[src/rtl/sdpram_fifo_ctrl.sv]
// sdpram_fifo_ctrl
//   FIFO controller wrapped around an external simple dual-port RAM whose
//   read data comes back a fixed number of cycles after the request, tagged
//   by ram_dvalb. The controller owns the RAM pointers and occupancy. It
//   limits outstanding reads with a credit count so that every returning
//   word has a slot in a small output buffer. That buffer hides the RAM
//   read latency from the consumer.
//
// Ports
//   clk, rst         clock (posedge) and asynchronous active-high reset
//   flush            pulse: discard everything held (honoured in RUN only)
//   s_valid/s_ready  write stream handshake, s_data is the write word
//   m_valid/m_ready  read stream handshake, m_data is the output buffer head
//   count            words held in RAM + reads in flight + output buffer
//   full / empty     RAM has no free entry / count is zero
//   ram_wena/addra/dina        RAM write port (straight from the write side)
//   ram_renb/addrb             RAM read request
//   ram_doutb/dvalb            RAM read return
module sdpram_fifo_ctrl #(
  parameter int DATA_WIDTH = 8,
  parameter int MEM_DEPTH  = 16,
  parameter int ADDR_WIDTH = $clog2(MEM_DEPTH),
  parameter int RD_LATENCY = 3,
  parameter int OBUF_DEPTH = 4
) (
  input  logic                                         clk,
  input  logic                                         rst,
  input  logic                                         flush,
  input  logic                                         s_valid,
  output logic                                         s_ready,
  input  logic [DATA_WIDTH-1:0]                        s_data,
  output logic                                         m_valid,
  input  logic                                         m_ready,
  output logic [DATA_WIDTH-1:0]                        m_data,
  output logic [$clog2(MEM_DEPTH+OBUF_DEPTH+1)-1:0]    count,
  output logic                                         full,
  output logic                                         empty,
  output logic                                         ram_wena,
  output logic [ADDR_WIDTH-1:0]                        ram_addra,
  output logic [DATA_WIDTH-1:0]                        ram_dina,
  output logic                                         ram_renb,
  output logic [ADDR_WIDTH-1:0]                        ram_addrb,
  input  logic [DATA_WIDTH-1:0]                        ram_doutb,
  input  logic                                         ram_dvalb
);

  localparam int MC_W  = $clog2(MEM_DEPTH + 1);
  // Generous bound: in-flight reads can never exceed the buffer credits,
  // but sizing against the RAM latency as well keeps it safe if either
  // parameter is changed on its own.
  localparam int INF_W = $clog2(RD_LATENCY + OBUF_DEPTH + 1);
  localparam int OC_W  = $clog2(OBUF_DEPTH + 1);
  localparam int OA_W  = (OBUF_DEPTH > 1) ? $clog2(OBUF_DEPTH) : 1;
  localparam int CNT_W = $clog2(MEM_DEPTH + OBUF_DEPTH + 1);

  localparam logic [MC_W-1:0]  MEM_FULL = MC_W'(MEM_DEPTH);
  localparam logic [INF_W:0]   OB_LIM   = (INF_W+1)'(OBUF_DEPTH);
  localparam logic [OA_W-1:0]  OB_LAST  = OA_W'(OBUF_DEPTH - 1);

  typedef enum logic {ST_RUN = 1'b0, ST_FLUSH = 1'b1} state_t;

  state_t                 state_q, state_d;
  logic [ADDR_WIDTH-1:0]  wr_ptr_q, wr_ptr_d;
  logic [ADDR_WIDTH-1:0]  rd_ptr_q, rd_ptr_d;
  logic [MC_W-1:0]        mem_cnt_q, mem_cnt_d;
  logic [INF_W-1:0]       inflight_q, inflight_d;
  logic [OC_W-1:0]        obuf_cnt_q, obuf_cnt_d;
  logic [OA_W-1:0]        obuf_wr_q, obuf_wr_d;
  logic [OA_W-1:0]        obuf_rd_q, obuf_rd_d;
  logic [CNT_W-1:0]       count_q, count_d;
  logic [DATA_WIDTH-1:0]  obuf_q [OBUF_DEPTH];

  logic                   run;
  logic [INF_W:0]         credit_used;
  logic                   accept, issue, ret, push, pop, enter_flush;

  // Every outstanding read plus every buffered word holds one credit.
  assign credit_used = {1'b0, inflight_q} + (INF_W+1)'(obuf_cnt_q);

  // FSM: state register
  always_ff @(posedge clk or posedge rst) begin
    if (rst) state_q <= ST_RUN;
    else     state_q <= state_d;
  end

  // FSM: next state
  always_comb begin
    state_d = state_q;
    case (state_q)
      ST_RUN:   if (flush) state_d = ST_FLUSH;
      // Stay here until every read already sent to the RAM has come back,
      // so stale returns never land in the output buffer.
      ST_FLUSH: if (inflight_q == '0) state_d = ST_RUN;
      default:  state_d = ST_RUN;
    endcase
  end

  // FSM: outputs. rst gates the handshakes directly so nothing is offered
  // while reset is held, and s_ready rises as soon as it is released.
  always_comb begin
    run      = (state_q == ST_RUN) && !rst;
    s_ready  = run && (mem_cnt_q != MEM_FULL);
    ram_wena = s_valid && s_ready;
    ram_renb = run && (mem_cnt_q != '0) && (credit_used < OB_LIM);
    m_valid  = run && (obuf_cnt_q != '0);
  end

  assign ram_addra = wr_ptr_q;
  assign ram_dina  = s_data;
  assign ram_addrb = rd_ptr_q;
  assign m_data    = obuf_q[obuf_rd_q];
  assign count     = count_q;
  assign full      = (mem_cnt_q == MEM_FULL);
  assign empty     = (count_q == '0);

  always_comb begin
    accept      = ram_wena;
    issue       = ram_renb;
    // The RAM read pipeline is not reset, so a return with nothing
    // outstanding is leftover from before a reset and is dropped.
    ret         = ram_dvalb && (inflight_q != '0);
    push        = ret && (state_q == ST_RUN);
    pop         = m_valid && m_ready;
    enter_flush = (state_q == ST_RUN) && flush;

    wr_ptr_d   = accept ? wr_ptr_q + ADDR_WIDTH'(1) : wr_ptr_q;
    rd_ptr_d   = issue  ? rd_ptr_q + ADDR_WIDTH'(1) : rd_ptr_q;
    mem_cnt_d  = mem_cnt_q + MC_W'(accept) - MC_W'(issue);
    inflight_d = inflight_q + INF_W'(issue) - INF_W'(ret);
    obuf_cnt_d = obuf_cnt_q + OC_W'(push) - OC_W'(pop);

    obuf_wr_d = obuf_wr_q;
    if (push) obuf_wr_d = (obuf_wr_q == OB_LAST) ? '0 : obuf_wr_q + OA_W'(1);
    obuf_rd_d = obuf_rd_q;
    if (pop)  obuf_rd_d = (obuf_rd_q == OB_LAST) ? '0 : obuf_rd_q + OA_W'(1);

    // Flush drops everything held locally, including a write or a push
    // taken on the flush edge itself. Reads already issued stay counted
    // in inflight so they can be drained.
    if (enter_flush) begin
      wr_ptr_d   = '0;
      rd_ptr_d   = '0;
      mem_cnt_d  = '0;
      obuf_cnt_d = '0;
      obuf_wr_d  = '0;
      obuf_rd_d  = '0;
    end

    count_d = CNT_W'(mem_cnt_d) + CNT_W'(inflight_d) + CNT_W'(obuf_cnt_d);
  end

  always_ff @(posedge clk or posedge rst) begin
    if (rst) begin
      wr_ptr_q   <= '0;
      rd_ptr_q   <= '0;
      mem_cnt_q  <= '0;
      inflight_q <= '0;
      obuf_cnt_q <= '0;
      obuf_wr_q  <= '0;
      obuf_rd_q  <= '0;
      count_q    <= '0;
    end else begin
      wr_ptr_q   <= wr_ptr_d;
      rd_ptr_q   <= rd_ptr_d;
      mem_cnt_q  <= mem_cnt_d;
      inflight_q <= inflight_d;
      obuf_cnt_q <= obuf_cnt_d;
      obuf_wr_q  <= obuf_wr_d;
      obuf_rd_q  <= obuf_rd_d;
      count_q    <= count_d;
    end
  end

  // Output buffer storage: data only, validity lives in obuf_cnt_q.
  always_ff @(posedge clk) begin
    if (push) obuf_q[obuf_wr_q] <= ram_doutb;
  end

endmodule

[config.mk]
export PLATFORM = sky130hd
export DESIGN_NAME = sdpram_fifo_ctrl
export DESIGN_NICKNAME = d
export VERILOG_FILES = /design/src/rtl/sdpram_fifo_ctrl.sv
export SDC_FILE = /design/constraint.sdc
export NUM_CORES = 1
export LEC_CHECK = 0
export ABC_AREA = 1
export BUFFER_PORTS_ARGS = -buffer_cell sky130_fd_sc_hd__buf_4
export CAP_MARGIN = 20
export CORE_MARGIN = 4
export CORE_UTILIZATION = 35
export DETAILED_ROUTE_END_ITERATION = 10
export PLACE_DENSITY = 0.55
export SYNTH_ARGS = -nofsm -noshare
export SYNTH_HDL_FRONTEND = slang
export SYNTH_SLANG_ARGS = --single-unit
[constraint.sdc]
create_clock -name clk -period 4.05 [get_ports clk]
set_input_delay 0.6075 -clock clk [delete_from_list [all_inputs] [get_ports clk]]
set_output_delay 0.6075 -clock clk [all_outputs]
set_load 0.01 [all_outputs]
### Yosys cells after proc, flatten, opt, wreduce, memory -nomap -nowiden

Memories as Yosys holds them, arrays and structs flattened.
Index checks and enable logic that the tools add are counted.

* reduce and logical (&&, ||, !) cells: 20
* $lt $le $gt $ge: 1
* eq/ne operators: 4
* muxes and demuxes: 17
* add/sub/neg operators: 13
* bitwise logic cells: 1

Operator list (count)
* two-way mux 4 bit: 4
* two-way mux 2 bit: 6
* adder 5 x 3 -> 5 bit: 2
* logical AND 1 bit: 10
* adder 4 x 1 -> 4 bit, second input constant: 2
* nonzero test 2 bit: 4
* adder 3 x 1 -> 3 bit: 2
* nonzero test 3 bit: 2
* subtractor 3 x 1 -> 3 bit: 2
* adder 5 x 1 -> 5 bit: 1
* equality test 5 bit, second input constant: 1
* logical NOT 5 bit: 1
* two-way mux 5 bit: 1
* inequality test 5 bit, second input constant: 1
* nonzero test 5 bit: 1
* subtractor 5 x 1 -> 5 bit: 1
* adder 2 x 1 -> 2 bit, second input constant: 2
* adder 3 x 3 -> 4 bit: 1
* equality test 2 bit, second input constant: 2
* less-than comparator 4 x 3 -> 1 bit, second input constant: 1
* two-way mux 1 bit: 4
* logical NOT 3 bit: 1
* two-way mux 3 bit: 1
* case mux 1 bit (2 select lines): 1
* other kinds (2): 2

* output and inout port bits: 35
* RAM bits: 32
* bits in registers: 29
* input port bits: 22
* logic and storage cells: 66
* memories kept: 1

Memory list
* obuf_q: depth 4, bits a word 8, read ports 1, clocked after memory_dff 0, wr ports 1, line 71 `logic [DATA_WIDTH-1:0] obuf_q [OBUF_DEPTH];`

### Longest topological paths before layout

Gate-level depths: netlist of the first run.

* depth in word-level cells: 9
* gate-level depth with buffers: 22
* depth with buffers taken out: 22

### Least setup slack after synthesis of the first run

No wires, ideal clock.

* path kind: in2reg
* start: in rst
* end: reg count_q[4] (netlist: count[4])
* setup time: 0.117 ns
* setup slack: 0.501 ns
* cell stages on the path: 22
* data arrival time: 3.432 ns
* buffers on the path: 0
* cells stage by stage: nor2_4 > inv_2 > nor2_4 > nand2_2 > nor2_4 > ha_1 > inv_1 > ha_1 > fa_1 > nand2_1 > inv_1 > nor3_2 > inv_1 > fa_1 > inv_1 > ha_1 > nand2_1 > inv_1 > a21oi_1 > inv_1 > nand2_1 > nand2_1

* elaborated cells between the ends (all ways): 17
* classes of those cells: add/sub: 7; mux: 2; reduce/logical: 8

RTL lines
* start, declared: line 27 `input logic rst,`
* logical NOT 1 bit (no source line)
* logical AND 1 bit: line 101 `run = (state_q == ST_RUN) && !rst;`
* logical AND 1 bit (2 in a row): line 104 `ram_renb = run && (mem_cnt_q != '0) && (credit_used < OB_LIM);`
* net ram_renb: line 41 `output logic ram_renb,`
* subtractor 5 x 1 -> 5 bit: line 128 `mem_cnt_d = mem_cnt_q + MC_W'(accept) - MC_W'(issue);`
* two-way mux 5 bit: line 140 `if (enter_flush) begin`
* net mem_cnt_d[2]: line 65 `logic [MC_W-1:0] mem_cnt_q, mem_cnt_d;`
* adder 5 x 3 -> 5 bit (2 in a row): line 149 `count_d = CNT_W'(mem_cnt_d) + CNT_W'(inflight_d) + CNT_W'(obuf_cnt_d);`
* net count_d[4]: line 70 `logic [CNT_W-1:0] count_q, count_d;`
* end signal, assigned: line 170 `count_q <= count_d;`
* end, declared: line 70

The timed path passes the listed nets, and every way through them passes these cells.
A chain may end at the register's enable or synchronous reset.

### Worst setup path in the final report of the first run

* start: reg obuf_cnt_q[1]
* end: reg count_q[4] (netlist: count[4])

* longest elaborated chain between the ends: 7
* elaborated cells between the ends (all ways): 15
* classes of those cells: add/sub: 8; order compare: 1; mux: 2; reduce/logical: 4

RTL lines
* start, declared: line 67 `logic [OC_W-1:0] obuf_cnt_q, obuf_cnt_d;`
* start signal, assigned: line 167 `obuf_cnt_q <= obuf_cnt_d;`
* adder 3 x 3 -> 4 bit: line 78 `assign credit_used = {1'b0, inflight_q} + (INF_W+1)'(obuf_cnt_q);`
* less-than comparator 4 x 3 -> 1 bit: line 104
* logical AND 1 bit: line 104
* subtractor 5 x 1 -> 5 bit: line 128
* two-way mux 5 bit: line 140
* net mem_cnt_d[2]: line 65
* adder 5 x 3 -> 5 bit (2 in a row): line 149
* net count_d[4]: line 70

The timed path passes the listed nets, and every way through them passes these cells.

==> impl_metrics.py, run 1 <==
metrics = {
    "clocking": {
        "numCtsBuffers": 9,
        "root_buffer": "clkbuf_8",
        "clk_latency_ns": 0.34,
        "h-tree-depth": 3,
        "clock-sinks": 61,
        "cts_max_path_buffers": 2,
        "post_cts_buffers": 0,
        "clk_pin_slew_worst_paths_ns": 0.07,
        "cts_resized": 0,
        "tritoncts": "built",
        "hold_buffers": 0,
    },
    "outcome": {
        "outcome": "completed",
    },
    "worst_setup_path": {
        "cp-end-kind": "flip-flop",
        "cp_slowest_cell": "fa_1",
        "critPathMaxFanout": 4,
        "worstPathCellList": "ha_1 > nand3_1 > nand3_1 > nor2_4 > ha_1 > inv_1 > ha_1 > fa_1 > nand2_1 > inv_1 > nor3_2 > inv_1 > fa_1 > inv_1 > ha_1 > nand2_1 > inv_1 > a21oi_1 > inv_1 > nand2_1 > nand2_1",
        "crit_type": "reg -> reg",
        "start_kind": "flip-flop",
        "cp_slowest_stage_delay_ns": 0.53,
        "worstPathArrival_ns": 3.94,
        "critPathMostFrequentCell": "inv_1",
        "critPathRequiredTime_ns": 4.28,
    },
    "die": {
        "core_um2": 8763,
        "start_util_pct": 36.14,
        "fp.dieW_um": 103.1,
        "ios": 57,
        "die_y_um": 103.1,
        "rows": 34,
        "die-area_um2": 10630,
    },
    "finish": {
        "nNetsFinal": 400,
        "stdcell_count": 462,
        "syn_to_final_growth_pct": 18.21,
        "final_layout_size_suffix_gt1_share_pct": 19.21,
        "final_cell_mix": "58 x inv_1, 43 x buf_4, 32 x edfxtp_1",
        "layout_commonest_cell": "inv_1",
        "filler_cell_count": 846,
        "n_antenna_cell": 0,
    },
    "power": {
        "power_density_nw_per_um2": 847.8,
        "irDropWorstVdd_mv": 0.5989,
        "p_leak_uw": 0.001826,
        "finalPower_uw": 3174,
    },
    "timing": {
        "worst_pin_slew_ns": 0.8717,
        "rsz0062_at_grt": "false",
        "maxSlewViolCount": 0,
        "finalCritPeriodShare_pct": 91.45,
        "fmax_mhz": 270.0,
        "clock_skew_ns": 0.006688,
        "fin_ws_ns": 0.3463,
        "finalSetupViolCount": 0,
        "hold_viol_final": 0,
        "tns_ns": 0,
        "period_needed_ns": 3.704,
        "relSlewSlack_pct": 41.67,
    },
    "global_routing": {
        "grt_max_degree": 28,
        "grt_pass1_wl_mm": 10.37,
        "antenna_found_initial": 0,
        "grt_usage_pct": 13.03,
        "first_global_vias": 2165,
        "overflow": 0,
    },
    "drt": {
        "first_iter_violations": 60,
        "drc": 0,
        "wl_per_cell_um": 14.05,
        "totalWireLength_mm": 6.492,
        "vias": 2176,
        "viasPerCell": 4.710,
        "postRouteAntennaNets": 0,
        "first_pass_iters": 4,
    },
    "yosys": {
        "syn_inst": 308,
        "synth_top_area_share_pct": 30.34,
        "synth_area_per_cell_um2": 10.28,
        "synth_area_leaders": "edfxtp_1 30%, dfrtp_1 23%, ha_1 8.7%, inv_1 6.9%, nand3_1 4.6%",
        "yosys_register_bits": 61,
        "syn_area_um2": 3167,
        "ys_seq_area_share_pct": 53.26,
        "synth_top_area_cell": "edfxtp_1",
        "synth_cell_type_count": 26,
        "syn-num-nets": 359,
        "synth_warnings": 0,
    },
    "placement": {
        "place_inst": 446,
        "routabilityCongestion": 0.8132,
        "port_buffers": 40,
        "hpwl_mm": 4.675,
        "pre_cts_ws_ns": 0.2653,
    },
    "hold_path": {
        "hold_class": "in -> async",
    },
    "flow_run": {
        "maxCapViolCount": 0,
    },
}
-- final timing paths --
kind	start	slack, ns	end	cells past startpoint
max in group asynchronous	rst	3.07	count[4]	3
hold / removal	rst	0.35	ram_addra[0]	2
hold reg to reg	ram_addra[3]	0.57	ram_addra[3]	2
setup / recovery	obuf_cnt_q[1]	0.35	count[4]	21
setup reg to reg	obuf_cnt_q[1]	0.35	count[4]	21
min in group clk	ram_doutb[6]	0.47	obuf_q[3][6]	1
-- final cells by class --
class	instances	area, um^2	share of cell area [%]
Clock buffer	10	127.6	3.409
Clock inverter	6	87.58	2.340
Inverter	60	225.2	6.016
Multi-Input combinational cell	174	1159	30.95
Sequential cell	61	1687	45.05
Tap cell	108	135.1	3.610
Timing Repair Buffer	43	322.8	8.623
-- worst max-delay path, delay by kind of cell (launching register included) --
| family | cells | cell delay [ns] |
|---|---|---|
| DFF | 1 | 0.45 |
| and+or+nand+nor | 8 | 0.67 |
| AOI/OAI and AO/OA | 1 | 0.15 |
| adders and majority gates | 6 | 2.01 |
| buffers and inverters | 6 | 0.32 |
-- power breakdown --
part / switching (uW) / internal [uW]
Sequential: 125 / 840
Combinational: 954 / 666
Clock: 244 / 345
Total: 1320 / 1850
-- synthesized netlist by cell type, drive strengths merged --
master,count
a21oi,6
a31oi,1
buf,13
dfrtp,29
edfxtp,32
fa,7
ha,22
inv,60
nand2,30
nand3,31
nand4,3
nor2,32
nor3,3
nor3b,1
o21ai,22
o22ai,8
xnor2,1
xor2,7
-- stage by stage --
stage	cell area, um^2	utilization (%)	hold slack [ns]
after floorplan	3167	-	0.5287
after global placement	3528	40.26	0.5463
after detailed placement	3528	40.26	0.5453
after CTS	3744	42.72	0.3635
after global routing	3744	42.72	0.4038
final	3744	42.72	0.3535
-- kinds of logic (layout without fill, tap and decap cells) --
family	count (synthesis)	after routing	synth area share [%]
AND/OR/NAND/NOR	100	100	15.05
buffers and inverters	73	119	10.15
flip-flops	61	61	53.26
AO/OA/AOI/OAI	37	37	6.203
adder cells (fa/ha/maj)	29	29	13.12
XOR/XNOR	8	8	2.213
-- flip-flops by register name, summed over array words and instances, names as in the netlist --
name / cells
obuf_q: 32
inflight_q: 3
mem_cnt_q: 5
obuf_rd_q: 2
ram_addra: 4
ram_addrb: 4
count: 5
obuf_cnt_q: 3
state_q: 1
obuf_wr_q: 2
-- layer usage --
layer	wire [um]	track usage, %
met4	153	5.279
met1	2925	16.05
met2	3001	20.92
met5	0	0
met3	412	4.533
(Power assumes the default switching activity.)
==> inputs of run 2 (changes only) <==
--- a/config.mk
+++ b/config.mk
@@ -8,7 +8,6 @@
 export ABC_AREA = 1
 export BUFFER_PORTS_ARGS = -buffer_cell sky130_fd_sc_hd__buf_4
 export CAP_MARGIN = 20
-export CORE_MARGIN = 4
 export CORE_UTILIZATION = 35
 export DETAILED_ROUTE_END_ITERATION = 10
 export PLACE_DENSITY = 0.55
==> run 2 against run 1 <==
  * Worst setup slack lost 0.0029 ns
  * Non-clock buffer count stayed put
  * Critical path type unchanged
  * Critical endpoint unchanged
  * Sequential power shrank 0.6%
  * Largest power group unchanged
  * Hold slack improved by 0.014 ns
  * Combinational power hardly changed
  * Final cell count fell by 0.22%
  * First-iteration DRC count down 12%
  * Flip-flop and latch count is the same
  * Final area decreased by 0.74%
  * Via count shrank 1.7%
  * Clock-buffer cell count down 1
  * Power shrank 1.4%
==> impl_metrics.py, run 2 (synthesized netlist as in run 1, its figures left out) <==
metrics = {
    "outcome": {
        "outcome": "completed",
    },
    "finish": {
        "n_antenna_cell": 0,
        "final_cell_mix": "58 x inv_1, 43 x buf_4, 32 x edfxtp_1",
        "largest_register_ffs": 32,
        "regMostFlops": "obuf_q",
        "layout_commonest_cell": "inv_1",
        "nNetsFinal": 400,
        "stdcell_count": 461,
        "final_layout_size_suffix_gt1_share_pct": 19.26,
        "syn_to_final_growth_pct": 17.34,
        "filler_cell_count": 850,
    },
    "worst_setup_path": {
        "crit_type": "reg -> reg",
        "critPathMaxFanout": 4,
        "worstPathCellList": "ha_1 > nand3_1 > nand3_1 > nor2_4 > ha_1 > inv_1 > ha_1 > fa_1 > nand2_1 > inv_1 > nor3_2 > inv_1 > fa_1 > inv_1 > ha_1 > nand2_1 > inv_1 > a21oi_1 > inv_1 > nand2_1 > nand2_1",
        "reg2reg_setup_slack_ns": 0.34,
        "startpoint": "obuf_cnt_q[1]",
        "crit_buf_inv": 6,
        "worstReg2RegStart": "obuf_cnt_q[1]",
        "critPathRequiredTime_ns": 4.29,
        "cp_slowest_cell": "fa_1",
        "worstPathArrival_ns": 3.95,
        "r2r-end": "count[4]",
        "critical_path.top_delay_family": "adder cells",
        "cp.depth": 21,
        "cp_slowest_stage_delay_ns": 0.53,
        "ff2ff_path_depth": 21,
        "start_kind": "flip-flop",
        "cp-end-kind": "flip-flop",
        "critPathMostFrequentCell": "inv_1",
    },
    "timing": {
        "finalCritPeriodShare_pct": 91.52,
        "holdWs_ns": 0.3680,
        "tns_ns": 0,
        "maxSlewViolCount": 0,
        "fin_ws_ns": 0.3434,
        "fmax_mhz": 269.8,
        "clock_skew_ns": 0.009364,
        "period_needed_ns": 3.707,
        "finalSetupViolCount": 0,
        "rsz0062_at_grt": "false",
        "worst_pin_slew_ns": 0.8617,
        "hold_viol_final": 0,
        "relSlewSlack_pct": 42.34,
    },
    "clocking": {
        "h-tree-depth": 3,
        "tritoncts": "built",
        "root_buffer": "clkbuf_8",
        "clk_latency_ns": 0.34,
        "clk_pin_slew_worst_paths_ns": 0.07,
        "cts_max_path_buffers": 2,
        "hold_buffers": 0,
        "numCtsBuffers": 9,
        "post_cts_buffers": 0,
        "cts_resized": 0,
        "clock-sinks": 61,
    },
    "drt": {
        "wl_per_cell_um": 13.59,
        "totalWireLength_mm": 6.266,
        "postRouteAntennaNets": 0,
        "viasPerCell": 4.642,
        "first_pass_iters": 4,
        "wl_met2_mm": 2.985,
        "first_iter_violations": 53,
        "drt-met1-wl_mm": 2.935,
        "vias": 2140,
        "drc": 0,
        "highest_layer": "met4",
        "dr_wl_met3_um": 237,
    },
    "placement": {
        "hpwl_mm": 4.430,
        "place_inst": 446,
        "routabilityCongestion": 0.8151,
        "port_buffers": 40,
        "pre_cts_ws_ns": 0.3113,
    },
    "global_routing": {
        "first_global_vias": 2162,
        "grt_max_degree": 30,
        "grt_pass1_wl_mm": 10.56,
        "overflow": 0,
        "antenna_found_initial": 0,
        "grt_usage_pct": 14.43,
    },
    "die": {
        "rows": 34,
        "core_um2": 8721,
        "fp.dieW_um": 97.12,
        "ios": 57,
        "die-area_um2": 9432,
        "start_util_pct": 36.31,
        "die_y_um": 97.12,
    },
    "power": {
        "finalPower_uw": 3128,
        "power_density_nw_per_um2": 841.8,
        "irDropWorstVdd_mv": 0.7946,
        "p_leak_uw": 0.001819,
    },
    "hold_path": {
        "hold_class": "in -> async",
    },
    "flow_run": {
        "maxCapViolCount": 0,
    },
}
## run 2: metal layers
metal  up-vias  track usage, %
met5         -               0
met3        10           3.525
met4         0           6.429
li1       1080               -
met1      1007           18.66
met2        43           22.97
## run 2: cell type report
type | instances | area, um^2 | share of cell area (%)
well taps | 108 | 135.1 | 3.636
flip-flops and latches | 61 | 1687 | 45.39
inverters | 60 | 225.2 | 6.061
clock buffers | 9 | 123.9 | 3.333
multi-input cells | 174 | 1159 | 31.18
clock inverters | 6 | 63.81 | 1.717
repair buffers | 43 | 322.8 | 8.687
## run 2: report_power, final
| part | switching (uW) | internal (uW) | total (uW) |
|---|---|---|---|
| Sequential | 119 | 840 | 959 |
| Clock | 245 | 280 | 526 |
| Combinational | 967 | 676 | 1640 |
| Total | 1330 | 1800 | 3130 |
## run 2: worst max path at each step
stage,to
finish,count[4]
global route,count[4]
CTS,count[4]
detailed placement,count[4]
global placement,count[4]
floorplan,count[4]
## run 2: through the flow
step | utilization [%] | instance area, um^2
2_1_floorplan | - | 3167
3_3_place_gp | 40.46 | 3528
3_5_place_dp | 40.46 | 3528
4_1_cts | 42.61 | 3716
5_1_grt | 42.61 | 3716
6_report | 42.61 | 3716
## run 2: tightest hold or removal path, cell delays in order
cell and delay (ns):
buf_4 0.12, inv_1 0.05, buf_4 0.35
==> inputs of run 3 (changes only) <==
--- a/config.mk
+++ b/config.mk
@@ -8,9 +8,9 @@
 export ABC_AREA = 1
 export BUFFER_PORTS_ARGS = -buffer_cell sky130_fd_sc_hd__buf_4
 export CAP_MARGIN = 20
-export CORE_UTILIZATION = 35
+export CORE_UTILIZATION = 56
 export DETAILED_ROUTE_END_ITERATION = 10
-export PLACE_DENSITY = 0.55
+export PLACE_DENSITY = 0.81
 export SYNTH_ARGS = -nofsm -noshare
 export SYNTH_HDL_FRONTEND = slang
 export SYNTH_SLANG_ARGS = --single-unit
==> run 3 against run 2 <==
  * Worst setup slack worse by 0.013 ns
  * Utilization increased by 26 points
  * Largest cell class unchanged
  * Wire length down 3.1%
  * Sequential share of layout area down 0.26 points
  * Sequential power up 2.2%
  * Die area fell by 37%
  * Critical path type unchanged
  * Final cell count is 7.4% lower
  * Critical path depth is the same
  * Final area up 0.64%
  * Register-to-register slack about the same
  * First-iteration DRC count grew 130%
==> impl_metrics.py, run 3 (synthesized netlist as in run 1, its figures left out) <==
metrics = {
    "placement": {
        "pre_cts_ws_ns": 0.1289,
        "routabilityCongestion": 0.8643,
        "hpwl_mm": 4.141,
        "port_buffers": 40,
        "place_inst": 408,
    },
    "die": {
        "fp.dieW_um": 77.20,
        "core_um2": 5473,
        "start_util_pct": 57.86,
        "ios": 57,
        "die-area_um2": 5960,
        "rows": 27,
        "die_y_um": 77.20,
    },
    "worst_setup_path": {
        "reg2reg_setup_slack_ns": 0.33,
        "crit_type": "reg -> reg",
        "worstReg2RegStart": "obuf_cnt_q[1]",
        "ff2ff_path_depth": 21,
        "critPathMaxFanout": 5,
        "startpoint": "obuf_cnt_q[1]",
        "cp_slowest_stage_delay_ns": 0.54,
        "start_kind": "flip-flop",
        "r2r-end": "count[4]",
        "worstPathCellList": "ha_1 > nand3_1 > nand3_1 > nor2_4 > ha_1 > inv_1 > ha_1 > fa_2 > nand2_1 > inv_1 > nor3_2 > inv_1 > fa_1 > inv_1 > ha_1 > nand2_1 > inv_1 > a21oi_2 > inv_1 > nand2_1 > nand2_1",
        "cp_slowest_cell": "fa_1",
        "critPathRequiredTime_ns": 4.27,
        "critPathMostFrequentCell": "inv_1",
        "cp-end-kind": "flip-flop",
        "crit_buf_inv": 6,
        "critical_path.top_delay_family": "adder cells",
        "worstPathArrival_ns": 3.94,
    },
    "timing": {
        "relSlewSlack_pct": 47.78,
        "clock_skew_ns": 0.008366,
        "hold_viol_final": 0,
        "finalCritPeriodShare_pct": 91.83,
        "rsz0062_at_grt": "false",
        "fin_ws_ns": 0.3309,
        "maxSlewViolCount": 0,
        "period_needed_ns": 3.719,
        "finalSetupViolCount": 0,
        "worst_pin_slew_ns": 0.7805,
        "tns_ns": 0,
        "fmax_mhz": 268.9,
    },
    "clocking": {
        "cts_max_path_buffers": 2,
        "h-tree-depth": 3,
        "clock-sinks": 61,
        "clk_latency_ns": 0.33,
        "root_buffer": "clkbuf_8",
        "clk_pin_slew_worst_paths_ns": 0.07,
        "numCtsBuffers": 9,
        "hold_buffers": 0,
        "tritoncts": "built",
    },
    "global_routing": {
        "grt_pass1_wl_mm": 9.825,
        "grt_max_degree": 28,
        "grt_usage_pct": 21.91,
        "antenna_found_initial": 0,
        "first_global_vias": 2085,
        "overflow": 0,
    },
    "power": {
        "power_density_nw_per_um2": 869.1,
        "irDropWorstVdd_mv": 0.5292,
        "p_leak_uw": 0.001844,
    },
    "finish": {
        "nNetsFinal": 401,
        "layout_commonest_cell": "inv_1",
        "n_antenna_cell": 0,
        "stdcell_count": 427,
        "final_layout_size_suffix_gt1_share_pct": 20.56,
        "regMostFlops": "obuf_q",
        "largest_register_ffs": 32,
        "ff_latch_area_um2": 1688,
        "multi_input_area_um2": 1165,
        "final_util_pct": 68.34,
        "syn_to_final_growth_pct": 18.10,
        "final_cell_mix": "58 x inv_1, 43 x buf_4, 32 x edfxtp_1, 29 x nand3_1, 29 x nor2_1",
        "filler_cell_count": 428,
    },
    "flow_run": {
        "maxCapViolCount": 0,
    },
    "drt": {
        "drc": 0,
        "viasPerCell": 5.112,
        "first_iter_violations": 124,
        "first_pass_iters": 4,
        "postRouteAntennaNets": 0,
        "wl_per_cell_um": 14.21,
        "totalWireLength_mm": 6.069,
        "vias": 2183,
    },
    "outcome": {
        "outcome": "completed",
    },
    "hold_path": {
        "hold_class": "in -> async",
    },
}
run 3: cell count changes in the layout (fill, tap and decap cells not counted), sizes merged:
cell and delta:
buf +1, bufinv +1
run 3: routing by layer:
| metal | vias up | global-route usage (%) | part of all wire (%) |
|---|---|---|---|
| li1 | 1086 | - | - |
| met1 | 1020 | 30.30 | 46 |
| met2 | 69 | 33.19 | 47 |
| met3 | 8 | 5.357 | 6.6 |
| met4 | 0 | 8.868 | 1.1 |
| met5 | - | 0 | 0 |
run 3: through the flow:
stage	area, um^2	total power, uW	hold WS, ns
final	3740	3250	0.4084
after global routing	3740	3590	0.4423
after CTS	3710	3205	0.4100
after detailed placement	3488	2589	0.5467
after global placement	3461	2507	0.5494
after floorplan	3167	2119	0.5287
run 3: worst reg2reg max path, stage by stage (launching register included):
cell	delay (ns)
dfrtp_2	0.45
ha_1	0.29
nand3_1	0.06
nand3_1	0.15
nor2_4	0.07
ha_1	0.27
inv_1	0.03
ha_1	0.20
fa_2	0.36
nand2_1	0.08
inv_1	0.05
nor3_2	0.20
inv_1	0.08
fa_1	0.54
inv_1	0.07
ha_1	0.30
nand2_1	0.07
inv_1	0.04
a21oi_2	0.13
inv_1	0.05
nand2_1	0.07
nand2_1	0.06
run 3: how the worst max path moves through the flow:
stage / to / slack [ns] / depth (start not counted)
floorplan: count[4] / 0.50 / 22
global placement: count[4] / 0.29 / 23
detailed placement: count[4] / 0.13 / 23
CTS: count[4] / 0.22 / 21
global route: count[4] / 0.02 / 22
finish: count[4] / 0.33 / 21
run 3: cell type report:
class	instances	area share, %
repair buffers	44	9.368
clock inverters	7	2.610
multi-input cells	174	31.15
inverters	60	6.022
clock buffers	9	3.312
flip-flops and latches	61	45.13
well taps	72	2.409
run 3: what timing repair did:
action                     in CTS  in global routing
gates resized for setup         0                  3
setup endpoints to repair       0                  1
buffers inserted                0                  3
run 3: power by group:
group / switching, uW / internal (uW)
Clock: 246 / 348
Combinational: 984 / 692
Sequential: 140 / 840
